==> config.mk <==
export PLATFORM = sky130hd
export DESIGN_NAME = mem_access_unit
export DESIGN_NICKNAME = d
export VERILOG_FILES = /design/src/rtl/mem_pkg.sv /design/src/rtl/mem_access_unit_load_extend.sv /design/src/rtl/mem_access_unit.sv
export SDC_FILE = /design/constraint.sdc
export NUM_CORES = 1
export LEC_CHECK = 0
export CORE_MARGIN = 2
export CORE_UTILIZATION = 49
export CTS_CLUSTER_DIAMETER = 30
export DETAILED_ROUTE_END_ITERATION = 10
export PLACE_DENSITY = 0.95
export SLEW_MARGIN = 20
export SYNTH_ARGS = -nofsm -noshare
export SYNTH_HDL_FRONTEND = slang
export SYNTH_SLANG_ARGS = --single-unit
export TNS_END_PERCENT = 10
==> constraint.sdc <==
create_clock -name clk -period 10.6 [get_ports clk]
set_input_delay 2.65 -clock clk [delete_from_list [all_inputs] [get_ports clk]]
set_output_delay 2.65 -clock clk [all_outputs]
set_load 0.05 [all_outputs]
==> src/rtl/mem_pkg.sv <==
// Shared definitions for the memory access unit: size encodings, FSM states, data width.
package mem_pkg;
  localparam int DATA_W = 32;

  localparam logic [1:0] SIZE_BYTE = 2'b00;
  localparam logic [1:0] SIZE_HALF = 2'b01;
  localparam logic [1:0] SIZE_WORD = 2'b10;

  typedef enum logic {IDLE, RMW_WR} state_t;
endpackage

==> src/rtl/mem_access_unit_load_extend.sv <==
// Load return path: little-endian lane select followed by sign or zero extension.
module load_extend
  import mem_pkg::*;
(
  input  logic [DATA_W-1:0] word,
  input  logic [1:0]        size,
  input  logic [1:0]        lane,
  input  logic              zext,
  output logic [DATA_W-1:0] data
);
  logic [7:0]  byte_sel;
  logic [15:0] half_sel;

  always_comb begin
    byte_sel = word[{lane, 3'b000} +: 8];
    half_sel = lane[1] ? word[31:16] : word[15:0];
    data     = word;
    // Half lane ignores lane[0] so force-aligned halfword accesses fall out naturally.
    case (size)
      SIZE_BYTE: data = {{(DATA_W-8){byte_sel[7] & ~zext}}, byte_sel};
      SIZE_HALF: data = {{(DATA_W-16){half_sel[15] & ~zext}}, half_sel};
      default:   data = word;
    endcase
  end
endmodule

==> src/rtl/mem_access_unit.sv <==
// Pipeline-to-data-memory adapter: sub-word loads/stores, 2-cycle RMW for byte/half stores.
// Optional macro MEM_ACCESS_MISALIGN_TRAP_EN enables misalignment trapping; otherwise force-aligns.
module mem_access_unit #(
  parameter int ADDR_W = 32,
  parameter int DATA_W = 32
) (
  input  logic              clk,
  input  logic              rst,
  input  logic              req_valid,
  input  logic              req_write,
  input  logic [1:0]        req_size,
  input  logic              req_unsigned,
  input  logic [ADDR_W-1:0] req_addr,
  input  logic [DATA_W-1:0] req_wdata,
  output logic              stall,
  output logic [DATA_W-1:0] load_data,
  output logic              load_valid,
  output logic              misalign_exc,
  output logic              mem_read,
  output logic              mem_write,
  output logic [ADDR_W-1:0] mem_addr,
  output logic [DATA_W-1:0] mem_wdata,
  input  logic [DATA_W-1:0] mem_rdata
);
  import mem_pkg::*;

  state_t            state;
  logic [ADDR_W-1:0] rmw_addr;
  logic [DATA_W-1:0] rmw_data;
  logic [ADDR_W-1:0] word_addr;
  logic [DATA_W-1:0] ext_data;
  logic              is_word;
  logic              misalign;
  logic              go;
  logic              sub_store;

  function automatic logic [DATA_W-1:0] merge_lane(input logic [DATA_W-1:0] word,
                                                   input logic [DATA_W-1:0] wdata,
                                                   input logic [1:0]        size,
                                                   input logic [1:0]        lane);
    logic [DATA_W-1:0] m;
    m = word;
    if (size == SIZE_BYTE) m[{lane, 3'b000} +: 8] = wdata[7:0];
    else                   m[{lane[1], 4'b0000} +: 16] = wdata[15:0];
    return m;
  endfunction

  // Reserved size 2'b11 behaves as a word access.
  assign is_word   = req_size[1];
  assign word_addr = {req_addr[ADDR_W-1:2], 2'b00};

`ifdef MEM_ACCESS_MISALIGN_TRAP_EN
  assign misalign = (req_size == SIZE_HALF && req_addr[0]) ||
                    (is_word && req_addr[1:0] != 2'b00);
`else
  assign misalign = 1'b0;
`endif

  assign go        = req_valid && !misalign && state == IDLE;
  assign sub_store = go && req_write && !is_word;

  load_extend u_load_extend (
    .word (mem_rdata),
    .size (req_size),
    .lane (req_addr[1:0]),
    .zext (req_unsigned),
    .data (ext_data)
  );

  always_comb begin
    stall     = 1'b0;
    mem_read  = 1'b0;
    mem_write = 1'b0;
    mem_addr  = '0;
    mem_wdata = '0;
    if (state == RMW_WR) begin
      mem_write = 1'b1;
      mem_addr  = rmw_addr;
      mem_wdata = rmw_data;
    end else if (go) begin
      mem_addr = word_addr;
      if (!req_write) begin
        mem_read = 1'b1;
      end else if (is_word) begin
        mem_write = 1'b1;
        mem_wdata = req_wdata;
      end else begin
        mem_read = 1'b1;
        stall    = 1'b1;
      end
    end
  end

  always_ff @(posedge clk or posedge rst) begin
    if (rst) begin
      state        <= IDLE;
      load_data    <= '0;
      load_valid   <= 1'b0;
      misalign_exc <= 1'b0;
      rmw_addr     <= '0;
      rmw_data     <= '0;
    end else begin
      load_valid   <= go && !req_write;
      misalign_exc <= req_valid && misalign && state == IDLE;
      if (go && !req_write) load_data <= ext_data;
      case (state)
        IDLE: begin
          if (sub_store) begin
            rmw_addr <= word_addr;
            rmw_data <= merge_lane(mem_rdata, req_wdata, req_size, req_addr[1:0]);
            state    <= RMW_WR;
          end
        end
        default: state <= IDLE;
      endcase
    end
  end
endmodule

# Word-level counts from Yosys, hierarchy flattened
# Index checks and enable logic that the tools add are counted.
# op_classes
add_sub_neg,2
n_eq_ne,1
shift,5
n_mux,24
bitwise,4
reduce_logical,8
# ops
op,n
$mux 32,7
$bwmux 32,2
$pmux 32 s2,1
$shift 16x7->32 const A,1
$shift 8x7->32 const A,1
$shiftx 16x7->32,1
$shiftx 32x6->8,1
$shiftx 8x7->32,1
$mux 16,1
$neg 5->7,2
$mux 1,13
$logic_and 1x1->1,4
$and 1x1->1,2
$eq 2x1->1 const B,1
$logic_not 1->1,2
$logic_not 2->1,1
$not 1->1,2
$reduce_and 2->1,1
# totals
register_bits,96
output_inout_bits,101

# Logic depth before layout (Yosys ltp)
# Gate-level depths: netlist (run 1).
# depth
word_depth,6
mapped_depth,8
ltp_nobuf,6

# Modules after synthesis
# Synthesis (run 1) repeated with hierarchy kept, for this count alone.
# hier_totals
cells_unflattened,712
area_unflattened_um2,6074.6
# modules_own_cells
mod,instances,cells_each,area_each_um2,seq_area_each_um2
mem_access_unit,1,590,5380.2,2402.3
load_extend,1,122,694.4,0.0

# Worst setup path before layout (run 1)
# OpenSTA, ideal clock, no wires.
# synth_timing
kind,input port to output port
from,input port req_valid
to,output port mem_addr[10]
t_arrival_ns,4.069
t_required_ns,7.950
setup_slack_ns,3.881
stages,3
n_path_buf,1
path_cell_list,buf_1 nand2_1 o21ai_0
# synth_between
elab_chain_cells,3
# synth_lines
element,line_no,text
"start, declared",mem_access_unit.sv:9,"input logic req_valid,"
$logic_and 1x1->1,mem_access_unit.sv:59,assign go = req_valid && !misalign && state == IDLE;
$mux 32,mem_access_unit.sv:80,end else if (go) begin
$mux 32,mem_access_unit.sv:76,if (state == RMW_WR) begin
"end, declared",mem_access_unit.sv:21,"output logic [ADDR_W-1:0] mem_addr,"
# Every way passes these cells.

# Worst setup path in the final report (run 1)
# layout_timing
from,input port req_valid
to,output port mem_wdata[12]
# layout_between
elab_chain_cells,3
# layout_lines
element,line_no,text
$logic_and 1x1->1,mem_access_unit.sv:59,
$mux 32,mem_access_unit.sv:80,
$mux 32,mem_access_unit.sv:76,
"end, declared",mem_access_unit.sv:22,"output logic [DATA_W-1:0] mem_wdata,"
# Every way passes these cells.

==> results of run 1 <==
cell type report:
cell class              instances  area, um^2  area share [%]
flip-flops and latches         96        2400            30.7
repair buffers                207        2050            26.2
inverters                       9        37.5           0.479
clock inverters                 4        52.6           0.670
clock buffers                  12         256            3.27
well taps                     140         175            2.23
multi-input cells             483        2860            36.5
sequential cells by signal, indices dropped and copies added (netlist names):
name and count:
load_data 32, load_valid 1, rmw_addr 30, rmw_data 32, state 1
power by group through the flow:
stage / Clock, mW / Combinational (mW) / Sequential, mW
final: 0.331 / 0.420 / 0.476
after global routing: 0.352 / 0.444 / 0.482
after CTS: 0.336 / 0.420 / 0.475
after detailed placement: 0 / 0.417 / 0.480
after global placement: 0 / 0.406 / 0.479
after floorplan: 0 / 0.193 / 0.540
worst reg2reg max path, stage by stage, from the launching register on:
cell and delay [ns]:
dfrtp_2 0.34, buf_4 0.62, nor2b_2 0.17, nand3b_2 0.14
buf_4 0.45, inv_2 0.54, o21ai_1 0.37, a21oi_4 0.10
a221o_1 0.40
synthesized netlist by cell type (5+ instances only):
master	count
o21ai_0	61
a221oi_1	16
inv_1	6
a22o_1	33
dfrtp_1	96
nor3b_2	5
nand2_1	191
buf_4	8
clkbuf_1	22
a221o_1	23
nand3_1	33
nor2_1	20
a32oi_1	8
mux2_2	24
buf_2	19
nor2b_1	17
a211oi_1	8
ha_1	5
nor3b_1	5
worst max path at each step:
stage	start	to	slack, ns	cells after the start
2_1_floorplan	req_valid	mem_addr[10]	3.88	3
3_3_place_gp	req_valid	mem_write	2.33	6
3_5_place_dp	req_valid	mem_wdata[12]	2.13	6
4_1_cts	req_valid	mem_wdata[12]	2.12	6
5_1_grt	req_valid	mem_wdata[16]	2.41	6
6_report	req_valid	mem_wdata[12]	2.50	6
layer usage:
metal  global-route usage (%)  share of wire [%]  vias up
li1                         -                  -     2586
met4                     13.1                3.4        0
met3                     7.41                 10       57
met5                        0                  0        -
met2                     49.4                 48      353
met1                     39.6                 39     2785
stage by stage:
step | hold WS (ns) | cells | cell area, um^2 | total power [mW] | util [%]
final | 0.478 | 951 | 7840 | 1.23 | 71.4
after detailed placement | 0.463 | 935 | 7530 | 0.898 | 68.5
after floorplan | 0.446 | 643 | 5580 | 0.732 | -
after global placement | 0.457 | 935 | 7530 | 0.885 | 68.5
after global routing | 0.509 | 951 | 7840 | 1.28 | 71.4
after CTS | 0.479 | 951 | 7840 | 1.23 | 71.3
cells by family after synthesis:
group | count (synthesis) | synth area share (%)
mux | 24 | 4.85
flops | 96 | 43.1
simple gates | 289 | 23.3
other cells | 1 | 0.0673
compound gates | 162 | 21.8
buf+inv | 64 | 5.71
fa+ha+maj | 5 | 1.12
==> flow_metrics.py, run 1 <==
metrics = {
    "synth": {
        "synth-seq-cells": 96,
        "synthArstFlopShare_pct": 100,
        "synth_cells": 641,
        "yosysTopAreaCell": "dfrtp_1",
        "synth-main-ff-cell": "dfrtp_1",
        "ys_seq_area_share_pct": 43.1,
        "synth-edff-count": 0,
        "yosysWarnings": 0,
        "ys_top_cells_by_area": "dfrtp_1 43%, nand2_1 13%, o21ai_0 5.5%, a22o_1 5.2%, mux2_2 4.9%",
        "netlist.area_leader.share_pct": 43.1,
        "synth.distinct_cells": 46,
        "syn_area_per_cell_um2": 8.69,
        "netlist_area_mm2": 0.00557,
    },
    "die": {
        "rows": 38,
        "initial_core_util_pct": 50.7,
        "die_h_um": 111,
        "top_level_ports": 204,
        "core_mm2": 0.0110,
        "die_x_um": 111,
        "die-area_mm2": 0.0122,
    },
    "sta": {
        "fin_crit_sh_pct": 76.4,
        "min_period_ns": 8.10,
        "fin_setup_tns_ns": 0,
        "worst_slew_pin_slew_ns": 1.04,
        "setup_viol": 0,
        "relSlewSlack_pct": 30.7,
        "slew_violations": 0,
        "rsz0062_at_grt": "no",
        "clock.fmax_mhz": 123,
        "setup_ws_ns": 2.50,
        "finalHoldViolations": 0,
        "clock_skew_ns": 0.00282,
    },
    "critical_path": {
        "reg2reg_slack_ns": 7.35,
        "reg2reg_to": "rmw_data[20]",
        "slowest_delay_ns": 0.82,
        "cp.buffers_inverters": 3,
        "cpMaxStageDelayCell": "clkdlybuf4s50_1",
        "worstSetupEndpointType": "output pin",
        "r2r_cells": 8,
        "critical_path_class": "in2out",
        "setup.worst_path.start_class": "input port",
        "critPathMostFrequentCell": "clkdlybuf4s50_1",
        "crit_chain": "clkdlybuf4s50_1 -> buf_4 -> nor2b_2 -> and3_2 -> a22o_1 -> clkdlybuf4s50_1",
        "r2r_start": "state",
        "critPathMaxFanout": 33,
        "crit_family": "buffers and inverters",
        "cp.required_ns": 7.95,
        "cp_data_arrival_time_ns": 5.45,
    },
    "global_routing": {
        "grt_usage_pct": 30.7,
        "first_global_vias": 5766,
        "antenna_found_initial": 0,
        "grt_pass1_wl_um": 30300,
        "grt-ovfl-total": 0,
        "grt_max_degree": 96,
    },
    "placed_design": {
        "pre_cts_ws_ns": 2.13,
        "numPortBuffers": 200,
        "dpl.hpwl_um": 13900,
        "routabilityCongestion": 0.894,
    },
    "hold_path": {
        "holdPathStages": 2,
        "hp-class": "reg2reg",
        "hp-start": "rmw_addr[20]",
        "hold_end": "rmw_addr[20]",
    },
    "cts": {
        "clk_latency_ns": 0.34,
        "cts_resized": 0,
        "cts_root_buf": "clkbuf_16",
        "htreeDepth": 3,
        "cts_made_buffers": 9,
        "cts.sinks": 96,
        "clk_path_buf_depth": 2,
        "cts_setup_buffers": 0,
        "cts_hold_buffers": 0,
        "cts_tree": "done",
        "clk_pin_slew_ns": 0.06,
    },
    "power_and_ir_drop": {
        "p_switching_uw": 440,
        "sequentialPowerShare_pct": 38.8,
        "comb_power_share_pct": 34.2,
        "power_density_mw_per_mm2": 157,
        "swShare_pct": 35.9,
        "p_int_uw": 787,
        "pwr-share-clk_pct": 27.0,
        "power_leakage_nw": 3.35,
        "vdd_drop_max_mv": 0.0969,
    },
    "route": {
        "vias_per_cell": 6.08,
        "drt.antenna.violating_nets": 0,
        "vias": 5781,
        "wl_per_cell_um": 19.9,
        "drtIter0Drc": 719,
        "routed_wl_um": 19000,
        "post-route-drc-count": 0,
        "drt_first_pass_iters": 6,
    },
    "flow_run": {
        "maxCapViolCount": 0,
    },
    "final_layout": {
        "finish.net_count": 914,
        "num-fill-cells": 797,
        "diodes": 0,
        "final_cell_mix": "200 x clkdlybuf4s50_1, 191 x nand2_1, 95 x dfrtp_1",
        "syn_to_final_growth_pct": 40.7,
        "drive_gt1_share_pct": 8.26,
        "final_common_cell": "clkdlybuf4s50_1",
    },
    "outcome": {
        "status": "finished, final reports clean",
    },
}
Power figures use the tool's default switching activity.
==> run 2: changes to the inputs <==
Settings changed: CORE_UTILIZATION 49 to 45, PLACE_DENSITY 0.95 to 0.92.
Clock period 10.6 ns to 8.3 ns, I/O delays scaled along.
==> run 2 against run 1 <==
Against the previous run:
- non-clock buffer count increased by 1
- global-route usage decreased by 3.2 points
- clock-buffer cell count increased by 1
- worst hold slack about the same
- highest routed layer unchanged
==> flow_metrics.py, run 2 (synthesis gave the netlist of run 1 again) <==
metrics = {
    "cts": {
        "cts_made_buffers": 9,
        "cts_tree": "done",
        "cts_root_buf": "clkbuf_16",
        "cts.sinks": 96,
        "cts_resized": 0,
        "clk_latency_ns": 0.33,
        "cts_setup_buffers": 0,
        "cts_hold_buffers": 0,
        "htreeDepth": 3,
        "clk_path_buf_depth": 2,
        "clk_pin_slew_ns": 0.06,
    },
    "sta": {
        "worst_slew_pin_slew_ns": 1.04,
        "setup_viol": 0,
        "min_period_ns": 6.76,
        "fin_crit_sh_pct": 81.4,
        "rsz0062_at_grt": "no",
        "clock_skew_ns": 0.00480,
        "clock.fmax_mhz": 148,
        "whs_ns": 0.478,
        "slew_violations": 0,
        "fin_setup_tns_ns": 0,
        "setup_ws_ns": 1.54,
        "finalHoldViolations": 0,
        "relSlewSlack_pct": 30.7,
    },
    "outcome": {
        "status": "finished, final reports clean",
    },
    "placed_design": {
        "routabilityCongestion": 0.959,
        "dpl.hpwl_um": 12900,
        "pre_cts_ws_ns": 1.56,
        "numPortBuffers": 200,
        "dp.cells": 964,
    },
    "die": {
        "die_h_um": 115,
        "top_level_ports": 204,
        "die-area_mm2": 0.0133,
        "initial_core_util_pct": 46.2,
        "die_x_um": 115,
        "rows": 40,
        "core_mm2": 0.0121,
    },
    "critical_path": {
        "reg2reg_to": "rmw_data[23]",
        "setup.worst_path.start_class": "input port",
        "r2r_start": "state",
        "worstSetupEndpointType": "output pin",
        "critical_path_class": "in2out",
        "crit_start": "req_valid",
        "cp_data_arrival_time_ns": 4.68,
        "cp.required_ns": 6.23,
        "critPathMaxFanout": 33,
        "reg2reg_slack_ns": 5.58,
        "crit_end": "mem_wdata[16]",
        "r2r_cells": 7,
    },
    "hold_path": {
        "hp-class": "reg2reg",
    },
    "route": {
        "wl_per_cell_um": 18.6,
        "vias_per_cell": 5.72,
        "drtIter0Drc": 543,
        "drt_first_pass_iters": 5,
        "drt.antenna.violating_nets": 0,
        "routed_wl_um": 18300,
        "post-route-drc-count": 0,
        "vias": 5609,
    },
    "global_routing": {
        "grt_usage_pct": 27.5,
        "grt_pass1_wl_um": 28200,
        "first_global_vias": 5225,
        "grt_max_degree": 95,
        "grt-ovfl-total": 0,
        "antenna_found_initial": 0,
    },
    "flow_run": {
        "maxCapViolCount": 0,
    },
    "power_and_ir_drop": {
        "power_density_mw_per_mm2": 200,
        "vdd_drop_max_mv": 0.132,
        "power.total_mw": 1.58,
        "power_leakage_nw": 3.36,
    },
    "final_layout": {
        "finish.net_count": 915,
        "num-fill-cells": 983,
        "layout.cells.non_filler": 980,
        "diodes": 0,
        "final_cell_mix": "200 x clkdlybuf4s50_1, 191 x nand2_1, 95 x dfrtp_1",
        "final_common_cell": "clkdlybuf4s50_1",
        "syn_to_final_growth_pct": 41.7,
        "top_regs": "load_data (32), rmw_data (32), rmw_addr (30)",
        "drive_gt1_share_pct": 8.00,
    },
}
[run 2: cell types whose count changed in the layout (fill, tap and decap cells not counted), sizes merged]
| cell | delta |
|---|---|
| clkbuf | +1 |
| buf | +1 |
| bufinv | +1 |
| clkinv | -2 |
[run 2: worst max-delay path, cell delays in order]
cell and delay, ns:
clkdlybuf4s50_1 0.45, buf_4 0.31, nor2b_2 0.26, and3_1 0.17, buf_4 0.35, a22o_1 0.21
clkdlybuf4s50_1 0.82
[run 2: cell type report]
type	count	area, um^2	area share [%]
clock buffers	13	250	3.17
clock inverters	3	65.1	0.825
inverters	9	37.5	0.476
multi-input cells	483	2860	36.2
flip-flops and latches	96	2400	30.5
well taps	168	210	2.66
repair buffers	208	2070	26.2
[run 2: stage by stage]
step / cell area [um^2] / utilization [%]
after detailed placement: 7570 / 62.8
final: 7890 / 65.4
after global routing: 7890 / 65.4
after floorplan: 5580 / -
after CTS: 7890 / 65.4
after global placement: 7570 / 62.8
[run 2: report_power, final]
part | total, mW | internal [mW] | leakage [nW] | switching [mW]
Combinational | 0.531 | 0.203 | 2.01 | 0.328
Clock | 0.442 | 0.272 | 0.154 | 0.170
Sequential | 0.608 | 0.552 | 1.19 | 0.0556
[run 2: how the worst min path moves through the flow]
stage	start	end	slack [ns]	cells after the start
2_1_floorplan	rmw_addr[10]	rmw_addr[10]	0.45	2
3_3_place_gp	rmw_addr[23]	rmw_addr[23]	0.46	2
3_5_place_dp	rmw_addr[15]	rmw_addr[15]	0.46	2
4_1_cts	rmw_addr[15]	rmw_addr[15]	0.48	2
5_1_grt	rmw_addr[11]	rmw_addr[11]	0.50	2
6_report	rmw_addr[5]	rmw_addr[5]	0.48	2
[run 2: layer usage]
metal	global-route usage, %	wire, um	up-vias	share of wire [%]
met5	0	0	-	0
met4	10.1	483	0	2.6
met3	6.54	1680	44	9.2
met2	44.0	8550	325	47
met1	36.6	7540	2646	41
li1	-	-	2594	-
==> run 3: changes to the inputs <==
Settings changed: CORE_UTILIZATION 45 to 41, PLACE_DENSITY 0.92 to 0.89.
Clock period 8.3 ns to 5.95 ns, I/O delays scaled along.
==> run 3 against run 2 <==
Against the previous run:
- via count is 2.2% higher
- clock power up 38%
- non-clock buffer count grew 1
- setup slack lost 0.67 ns
- largest power group unchanged
- final cell count increased by 0.92%
- worst hold slack better by 0.0025 ns
- clock-buffer cell count shrank 4
==> flow_metrics.py, run 3 (synthesis gave the netlist of run 1 again) <==
metrics = {
    "sta": {
        "finalHoldViolations": 0,
        "setup_viol": 0,
        "clock.fmax_mhz": 197,
        "fin_setup_tns_ns": 0,
        "fin_crit_sh_pct": 85.3,
        "worst_slew_pin_slew_ns": 0.837,
        "clock_skew_ns": 0.00867,
        "relSlewSlack_pct": 44.1,
        "min_period_ns": 5.07,
        "rsz0062_at_grt": "no",
        "slew_violations": 0,
    },
    "global_routing": {
        "grt-ovfl-total": 0,
        "antenna_found_initial": 0,
        "gr-max-usage-layer": "met2",
        "grt_use_met1_pct": 34.5,
        "first_global_vias": 5386,
        "grt_use_met3_pct": 5.42,
        "met2_usage_pct": 40.2,
        "grt_pass1_wl_um": 29000,
        "grt_max_degree": 63,
        "grt_usage_pct": 25.5,
    },
    "critical_path": {
        "cp.required_ns": 4.46,
        "critPathMaxFanout": 24,
        "reg2reg_slack_ns": 3.04,
        "worstSetupEndpointType": "output pin",
        "reg2reg_to": "rmw_data[19]",
        "r2r_cells": 7,
        "setup.worst_path.start_class": "input port",
        "critical_path_class": "in2out",
        "cp_data_arrival_time_ns": 3.59,
        "r2r_start": "state",
    },
    "die": {
        "top_level_ports": 204,
        "initial_core_util_pct": 42.1,
        "rows": 42,
        "die_x_um": 121,
        "core_mm2": 0.0132,
        "die-area_mm2": 0.0145,
        "die_h_um": 121,
    },
    "hold_path": {
        "holdPathStages": 2,
        "hold_end": "rmw_addr[29]",
        "hp-start": "rmw_addr[29]",
        "hp-class": "reg2reg",
    },
    "cts": {
        "cts_made_buffers": 9,
        "cts_hold_buffers": 0,
        "htreeDepth": 3,
        "clk_latency_ns": 0.34,
        "clk_path_buf_depth": 2,
        "cts.sinks": 96,
        "cts_resized": 0,
        "cts_root_buf": "clkbuf_16",
        "cts_tree": "done",
        "clk_pin_slew_ns": 0.07,
        "cts_setup_buffers": 0,
    },
    "power_and_ir_drop": {
        "power_density_mw_per_mm2": 271,
        "power_leakage_nw": 3.52,
        "vdd_drop_max_mv": 0.170,
    },
    "route": {
        "drtIter0Drc": 612,
        "drt_first_pass_iters": 5,
        "vias": 5732,
        "routed_wl_um": 18900,
        "vias_per_cell": 5.80,
        "wl_per_cell_um": 19.1,
        "drt.antenna.violating_nets": 0,
        "post-route-drc-count": 0,
    },
    "placed_design": {
        "dpl.hpwl_um": 13600,
        "routabilityCongestion": 0.896,
        "numPortBuffers": 200,
    },
    "final_layout": {
        "top_regs": "load_data (32), rmw_data (32), rmw_addr (30)",
        "fin_util_pct": 62.2,
        "final_cell_mix": "191 x nand2_1, 166 x clkdlybuf4s50_1, 95 x dfrtp_1",
        "syn_to_final_growth_pct": 48.0,
        "num-fill-cells": 1085,
        "finish.net_count": 916,
        "final_common_cell": "nand2_1",
        "diodes": 0,
        "drive_gt1_share_pct": 12.7,
    },
    "outcome": {
        "status": "finished, final reports clean",
    },
    "flow_run": {
        "maxCapViolCount": 0,
    },
}
-- run 3: changes by cell type in the layout (fill, tap and decap cells not counted) --
cell,previous run,this run
inv_8,0,3
bufinv_16,2,1
clkinv_2,2,1
clkbuf_8,1,0
buf_6,1,0
buf_4,7,9
clkinvlp_4,0,2
clkbuf_1,3,0
clkdlybuf4s50_1,200,166
clkinv_4,0,1
buf_12,0,34
-- run 3: final cells by class --
type / count / area [um^2] / area share, %
clock buffers: 9 / 225 / 2.73
clock inverters: 7 / 87.6 / 1.06
inverters: 9 / 37.5 / 0.456
multi-input cells: 483 / 2860 / 34.7
flip-flops and latches: 96 / 2400 / 29.2
well taps: 176 / 220 / 2.67
repair buffers: 209 / 2410 / 29.2
-- run 3: through the flow --
step           worst slack [ns]  cells  hold WS, ns  area [um^2]  power [mW]
6_report                  0.875    989        0.481         8240        2.23
5_1_grt                   0.708    989        0.486         8240        2.32
4_1_cts                   0.899    989        0.483         8240        2.24
3_5_place_dp              0.901    973        0.465         7930        1.63
3_3_place_gp               1.01    973        0.457         7930        1.61
2_1_floorplan              1.56    643        0.446         5580        1.30
-- run 3: how the worst max path moves through the flow --
stage / from / endpoint / slack (ns)
2_1_floorplan: req_valid / mem_addr[10] / 1.56
3_3_place_gp: req_valid / mem_addr[24] / 1.01
3_5_place_dp: req_valid / mem_addr[19] / 0.90
4_1_cts: req_valid / mem_addr[19] / 0.90
5_1_grt: req_valid / mem_addr[3] / 0.71
6_report: req_valid / mem_addr[19] / 0.88
-- run 3: worst max-delay path, stage by stage --
cell and delay, ns:
clkdlybuf4s50_1 0.66, buf_4 0.33, nand2_1 0.08, o21ai_0 0.19, clkdlybuf4s50_1 0.84
-- run 3: per-layer routing --
layer,up-vias,wire length [um]
li1,2598,-
met1,2737,7490
met2,350,8890
met3,47,1960
met4,0,581
met5,-,0
-- run 3: report_power, final --
group	switching [mW]	leakage (nW)	internal [mW]	total, mW
Clock	0.275	0.148	0.336	0.611
Combinational	0.467	2.18	0.311	0.778
Sequential	0.0754	1.19	0.769	0.845
Total	0.818	3.52	1.42	2.23
